[src/rtl/demux_pkg.sv]
// Shared types and sizes for the 1-to-4 stream demultiplexer.
package demux_pkg;

    typedef enum logic {
        IDLE   = 1'b0,
        LOCKED = 1'b1
    } state_t;

    localparam int NUM_OUT = 4;
    localparam int ADDR_W  = 2;

endpackage

[src/rtl/demux_out_slot.sv]
// One-entry output holding register. A load wins over a drain, so a slot
// drained and refilled in the same cycle stays valid with the new beat.
module demux_out_slot #(
    parameter int WIDTH = 8
) (
    input  logic             clk,
    input  logic             rst_n,
    input  logic             load,
    input  logic             drain,
    input  logic [WIDTH-1:0] load_data,
    input  logic             load_last,
    output logic             valid,
    output logic [WIDTH-1:0] data,
    output logic             last,
    output logic             empty
);

    always_ff @(posedge clk or negedge rst_n) begin
        if (!rst_n) begin
            valid <= 1'b0;
            data  <= '0;
            last  <= 1'b0;
        end else if (load) begin
            valid <= 1'b1;
            data  <= load_data;
            last  <= load_last;
        end else if (drain) begin
            valid <= 1'b0;
        end
    end

    assign empty = !valid;

endmodule

[src/rtl/stream_demux4.sv]
// One upstream stream fanned out to four sinks; multi-beat packets stay
// locked to one destination until their last beat.
//   state  | meaning
//   IDLE   | no packet open; beats routed by address
//   LOCKED | packet open; beats routed by sel, address ignored
module stream_demux4
    import demux_pkg::*;
#(
    parameter int WIDTH = 8
) (
    input  logic                     clk,
    input  logic                     rst_n,
    input  logic                     in_valid,
    output logic                     in_ready,
    input  logic [WIDTH-1:0]         in_data,
    input  logic                     in_last,
    input  logic [ADDR_W-1:0]        address,
    output logic [NUM_OUT-1:0]       out_valid,
    input  logic [NUM_OUT-1:0]       out_ready,
    output logic [NUM_OUT*WIDTH-1:0] out_data,
    output logic [NUM_OUT-1:0]       out_last,
    output logic                     busy,
    output logic [ADDR_W-1:0]        sel
);

    state_t              state, state_nxt;
    logic [ADDR_W-1:0]   sel_q, sel_nxt;
    logic [ADDR_W-1:0]   target;
    logic [NUM_OUT-1:0]  slot_empty;
    logic [NUM_OUT-1:0]  load;
    logic                accept;

    assign target   = (state == IDLE) ? address : sel_q;
    assign in_ready = slot_empty[target] | out_ready[target];
    assign accept   = in_valid & in_ready;

    always_comb begin
        load = '0;
        if (accept) load[target] = 1'b1;
    end

    always_ff @(posedge clk or negedge rst_n) begin
        if (!rst_n) begin
            state <= IDLE;
            sel_q <= '0;
        end else begin
            state <= state_nxt;
            sel_q <= sel_nxt;
        end
    end

    always_comb begin
        state_nxt = state;
        sel_nxt   = sel_q;
        case (state)
            IDLE: begin
                if (accept) begin
                    sel_nxt = address;
                    if (!in_last) state_nxt = LOCKED;
                end
            end
            LOCKED: begin
                if (accept && in_last) state_nxt = IDLE;
            end
            default: state_nxt = IDLE;
        endcase
    end

    assign busy = (state == LOCKED);
    assign sel  = sel_q;

    for (genvar k = 0; k < NUM_OUT; k++) begin : g_slot
        demux_out_slot #(.WIDTH(WIDTH)) u_slot (
            .clk       (clk),
            .rst_n     (rst_n),
            .load      (load[k]),
            .drain     (out_ready[k]),
            .load_data (in_data),
            .load_last (in_last),
            .valid     (out_valid[k]),
            .data      (out_data[k*WIDTH +: WIDTH]),
            .last      (out_last[k]),
            .empty     (slot_empty[k])
        );
    end

endmodule
[config.mk]
export PLATFORM = sky130hd
export DESIGN_NAME = stream_demux4
export DESIGN_NICKNAME = d
export VERILOG_FILES = /design/src/rtl/demux_pkg.sv /design/src/rtl/demux_out_slot.sv /design/src/rtl/stream_demux4.sv
export SDC_FILE = /design/constraint.sdc
export NUM_CORES = 1
export LEC_CHECK = 0
export ABC_AREA = 1
export CAP_MARGIN = 20
export CORE_AREA = 2 2 69 71
export CTS_CLUSTER_DIAMETER = 40
export DETAILED_ROUTE_END_ITERATION = 8
export DIE_AREA = 0 0 71 73
export GPL_TIMING_DRIVEN = 0
export PLACE_DENSITY = 0.77
export SLEW_MARGIN = 0
export SYNTH_ARGS = -nofsm -noshare
export SYNTH_HDL_FRONTEND = slang
export SYNTH_SLANG_ARGS = --single-unit
[constraint.sdc]
create_clock -name clk -period 1.65 [get_ports clk]
set_input_delay 0.165 -clock clk [delete_from_list [all_inputs] [get_ports clk]]
set_output_delay 0.165 -clock clk [all_outputs]
set_load 0.03 [all_outputs]
==> results.py <==
metrics = {
    "detailed_routing": {
        "drc": 0,
        "dr_total_vias": 2012,
        "avgRoutedWirePerCell_microns": 16.47,
        "postRouteAntennaNets": 0,
        "wl_mm": 6.093,
        "dr.pass1.iters": 4,
        "viasPerCell": 5.438,
        "drtIter0Drc": 188,
    },
    "synthesis": {
        "synth_compound_area_share_pct": 1.249,
        "yosys.area.top_type_share_pct": 53.72,
        "synth_seq_cells": 43,
        "synth.distinct_cells": 17,
        "synth-simple-area-share_pct": 37.04,
        "yosysSeqAreaShare_pct": 53.72,
        "synthTopCellsByArea": "dfrtp_1 54%, nand2_1 18%, nand4_1 12%, buf_4 3.4%, nand3_2 2.5%",
        "synth_nets": 246,
        "synth_area_per_cell_sq_um": 8.786,
        "yosys_warnings": 0,
        "synthXorXnorAreaFrac_pct": 0,
        "syn_inst": 228,
        "synthAdderAreaFrac_pct": 0,
        "synth_top_family_by_area": "simple AND/OR/NAND/NOR gates",
        "yosysTopAreaCell": "dfrtp_1",
        "syn-cell-area_sq_um": 2003,
        "synthMuxAreaShare_pct": 0,
    },
    "run_status": {
        "violations": "negative setup slack",
        "status": "complete, but fails checks",
    },
    "sta": {
        "timing.hold.ws_ns": 0.3747,
        "max_freq_mhz": 534.4,
        "min_period_over_period_pct": 113.4,
        "fin_skew_ns": 0.003154,
        "finalWorstSetupSlack_ns": -0.2212,
        "fin_tns_setup_ns": -4.834,
        "drv_slew": 0,
        "rsz0062_at_grt": "true",
        "hold_viol_final": 0,
        "final-setup-viol-count": 44,
        "slew_headroom_pct": 46.95,
        "worst_pin_slew_ns": 0.7957,
        "fin_crit_ns": 1.871,
    },
    "worst_setup_path": {
        "critPathSlowestCell": "clkdlybuf4s50_1",
        "crit_top_cell": "nand2_4",
        "r2r_slack_ns": -0.22,
        "end_kind": "flop",
        "cp-start-kind": "input pin",
        "required_ns": 1.83,
        "rr_endpoint": "g_slot[2].u_slot.last",
        "startpoint": "address[1]",
        "arrival_ns": 2.05,
        "cp_top_family": "buffers and inverters",
        "worstPathCellList": "clkdlybuf4s50_1 -> inv_1 -> nand2_4 -> nand2_4 -> buf_4 -> nand2_2 -> nand2_2 -> nand2_4 -> buf_6 -> nand3_4 -> nand2_1 -> nand2_1",
        "r2r_cells": 11,
        "path_class": "in2reg",
        "cp_num_buf_inv": 4,
        "cp_slowest_stage_delay_ns": 0.60,
        "cp_max_fo": 11,
    },
    "cells_and_area": {
        "num_antenna_cells": 0,
        "drive_gt1_share_pct": 25.32,
        "syn2layout_area_growth_pct": 55.47,
        "fill_cells": 332,
        "finalNetCount": 333,
    },
    "pwr": {
        "peakVddDrop_uv": 1029,
        "total_power_mw": 7.016,
        "p_leak_nw": 1.527,
        "power_density_nw_per_um2": 2253,
    },
    "clocking": {
        "h-tree-depth": 2,
        "path_clk_slew_ns": 0.08,
        "cts_max_path_buffers": 2,
        "cts_tree": "yes",
        "clock-sinks": 43,
        "insertion_delay_ns": 0.30,
        "clockRootBuffer": "clkbuf_8",
        "cts_made_buffers": 5,
    },
    "floorplan": {
        "start_util_pct": 44.17,
        "dieHeight_microns": 73,
        "dieArea_sq_um": 5183,
        "std_cell_rows": 25,
        "coreArea_sq_um": 4536,
        "ios": 62,
        "fp.dieW_microns": 71,
    },
    "grt": {
        "grt_max_degree": 24,
        "gr-total-overflow": 0,
        "grt_pass1_wl_mm": 8.618,
        "antenna_found_initial": 0,
        "grt_pass1_vias": 1900,
        "grt_usage_pct": 21.64,
    },
    "hold_path": {
        "hold_path_class": "in2async",
    },
    "placement": {
        "gp_congestion": 0.7858,
        "portBuffers": 60,
        "place.detailed.hpwl_mm": 3.690,
    },
    "job": {
        "maxCapViolCount": 0,
    },
}
worst register-to-register path: cells and delay by family (launching register included):
kind / cells / cell delay, ns
and+or+nand+nor: 8 / 0.83
buffers and inverters: 3 / 0.49
DFF: 1 / 0.45
stage by stage:
| stage | instance area [sq um] | cells | setup slack (ns) | utilization (%) |
|---|---|---|---|---|
| after global routing | 3114 | 370 | -0.3185 | 68.66 |
| final | 3114 | 370 | -0.2212 | 68.66 |
| after floorplan | 2004 | 228 | 0.08125 | - |
| after detailed placement | 2695 | 343 | -0.6951 | 59.42 |
| after CTS | 2913 | 361 | -0.1029 | 64.22 |
| after global placement | 2673 | 342 | -0.8077 | 58.92 |
report_power, final:
part	internal [mW]	switching, mW	total, mW	leakage, nW
logic	1.81	2.60	4.41	0.938
registers	1.55	0.328	1.88	0.537
clock network	0.382	0.345	0.727	0.0515
placed cells by master, fill, tap and decap left out:
| cell type | count |
|---|---|
| nor2_4 | 5 |
| nand2_4 | 9 |
| nand2_1 | 84 |
| clkbuf_8 | 7 |
| nand2_2 | 9 |
| clkinv_4 | 1 |
| o21ai_1 | 1 |
| dfrtp_1 | 42 |
| nand3_2 | 8 |
| dfrtp_2 | 1 |
| dlygate4sd2_1 | 1 |
| nand4_1 | 38 |
| o21ai_0 | 4 |
| buf_12 | 1 |
| inv_1 | 8 |
| nand3_4 | 4 |
| buf_4 | 24 |
| buf_8 | 1 |
| buf_2 | 4 |
| clkbuf_1 | 3 |
| dlygate4sd3_1 | 1 |
| buf_6 | 5 |
| buf_16 | 1 |
| dlymetal6s2s_1 | 1 |
| clkdlybuf4s50_1 | 53 |
flip-flops by register name, indices dropped and copies added (netlist names), named ones only:
signal and cells:
sel 2, g_slot.u_slot.data 32, g_slot.u_slot.valid 4, g_slot.u_slot.last 4
cells in the mapped netlist:
master,count
nand2_2,3
o21ai_0,5
inv_1,8
nand2_1,98
buf_4,9
nor2_4,1
nand4_1,38
nand3_2,5
inv_2,1
nand3_1,4
nor2_2,4
buf_6,2
buf_2,3
clkbuf_1,2
dfrtp_1,43
clkbuf_8,1
nand2_4,1
kinds of logic after synthesis:
logic type | Yosys count
flip-flops | 43
AND/OR/NAND/NOR | 154
buffers and inverters | 26
AO/OA/AOI/OAI | 5
layout make-up:
type                    count  area [sq um]  share of cell area (%)
well taps                  54         67.56                   2.170
inverters                   9         38.79                   1.245
plain buffers              17         131.4                   4.219
clock buffers               8         100.1                   3.214
flip-flops and latches     43          1077                   34.59
repair buffers             77         757.0                   24.31
multi-input cells         162         942.2                   30.25
routing by layer:
layer / global-route usage (%) / wire, microns / part of all wire (%) / up-vias
met2: 32.92 / 2927 / 48 / 94
met1: 27.22 / 2511 / 41 / 955
met3: 6.215 / 463 / 7.6 / 21
li1: - / - / - / 942
met5: 0 / 0 / 0 / -
met4: 13.63 / 191 / 3.1 / 0
worst max path at each step:
| stage | endpoint | slack, ns | depth (start not counted) |
|---|---|---|---|
| after floorplan | sel[1] | 0.08 | 11 |
| after global placement | async pin | -0.81 | 1 |
| after detailed placement | in_ready | -0.70 | 11 |
| after CTS | in_ready | -0.10 | 9 |
| after global routing | g_slot[2].u_slot.last | -0.32 | 12 |
| final | g_slot[2].u_slot.last | -0.22 | 12 |
timing repair:
action | 4_1_cts | 5_1_grt
buffers inserted | 9 | 6
setup endpoints to repair | 43 | 44
hold buffers | 1 | 0
resized for setup | 16 | 36
endpoints found under the hold margin | 20 | 0
gates cloned | 0 | 3
pin swaps | 4 | 17
Note: power is estimated with default switching activity, not from simulation.
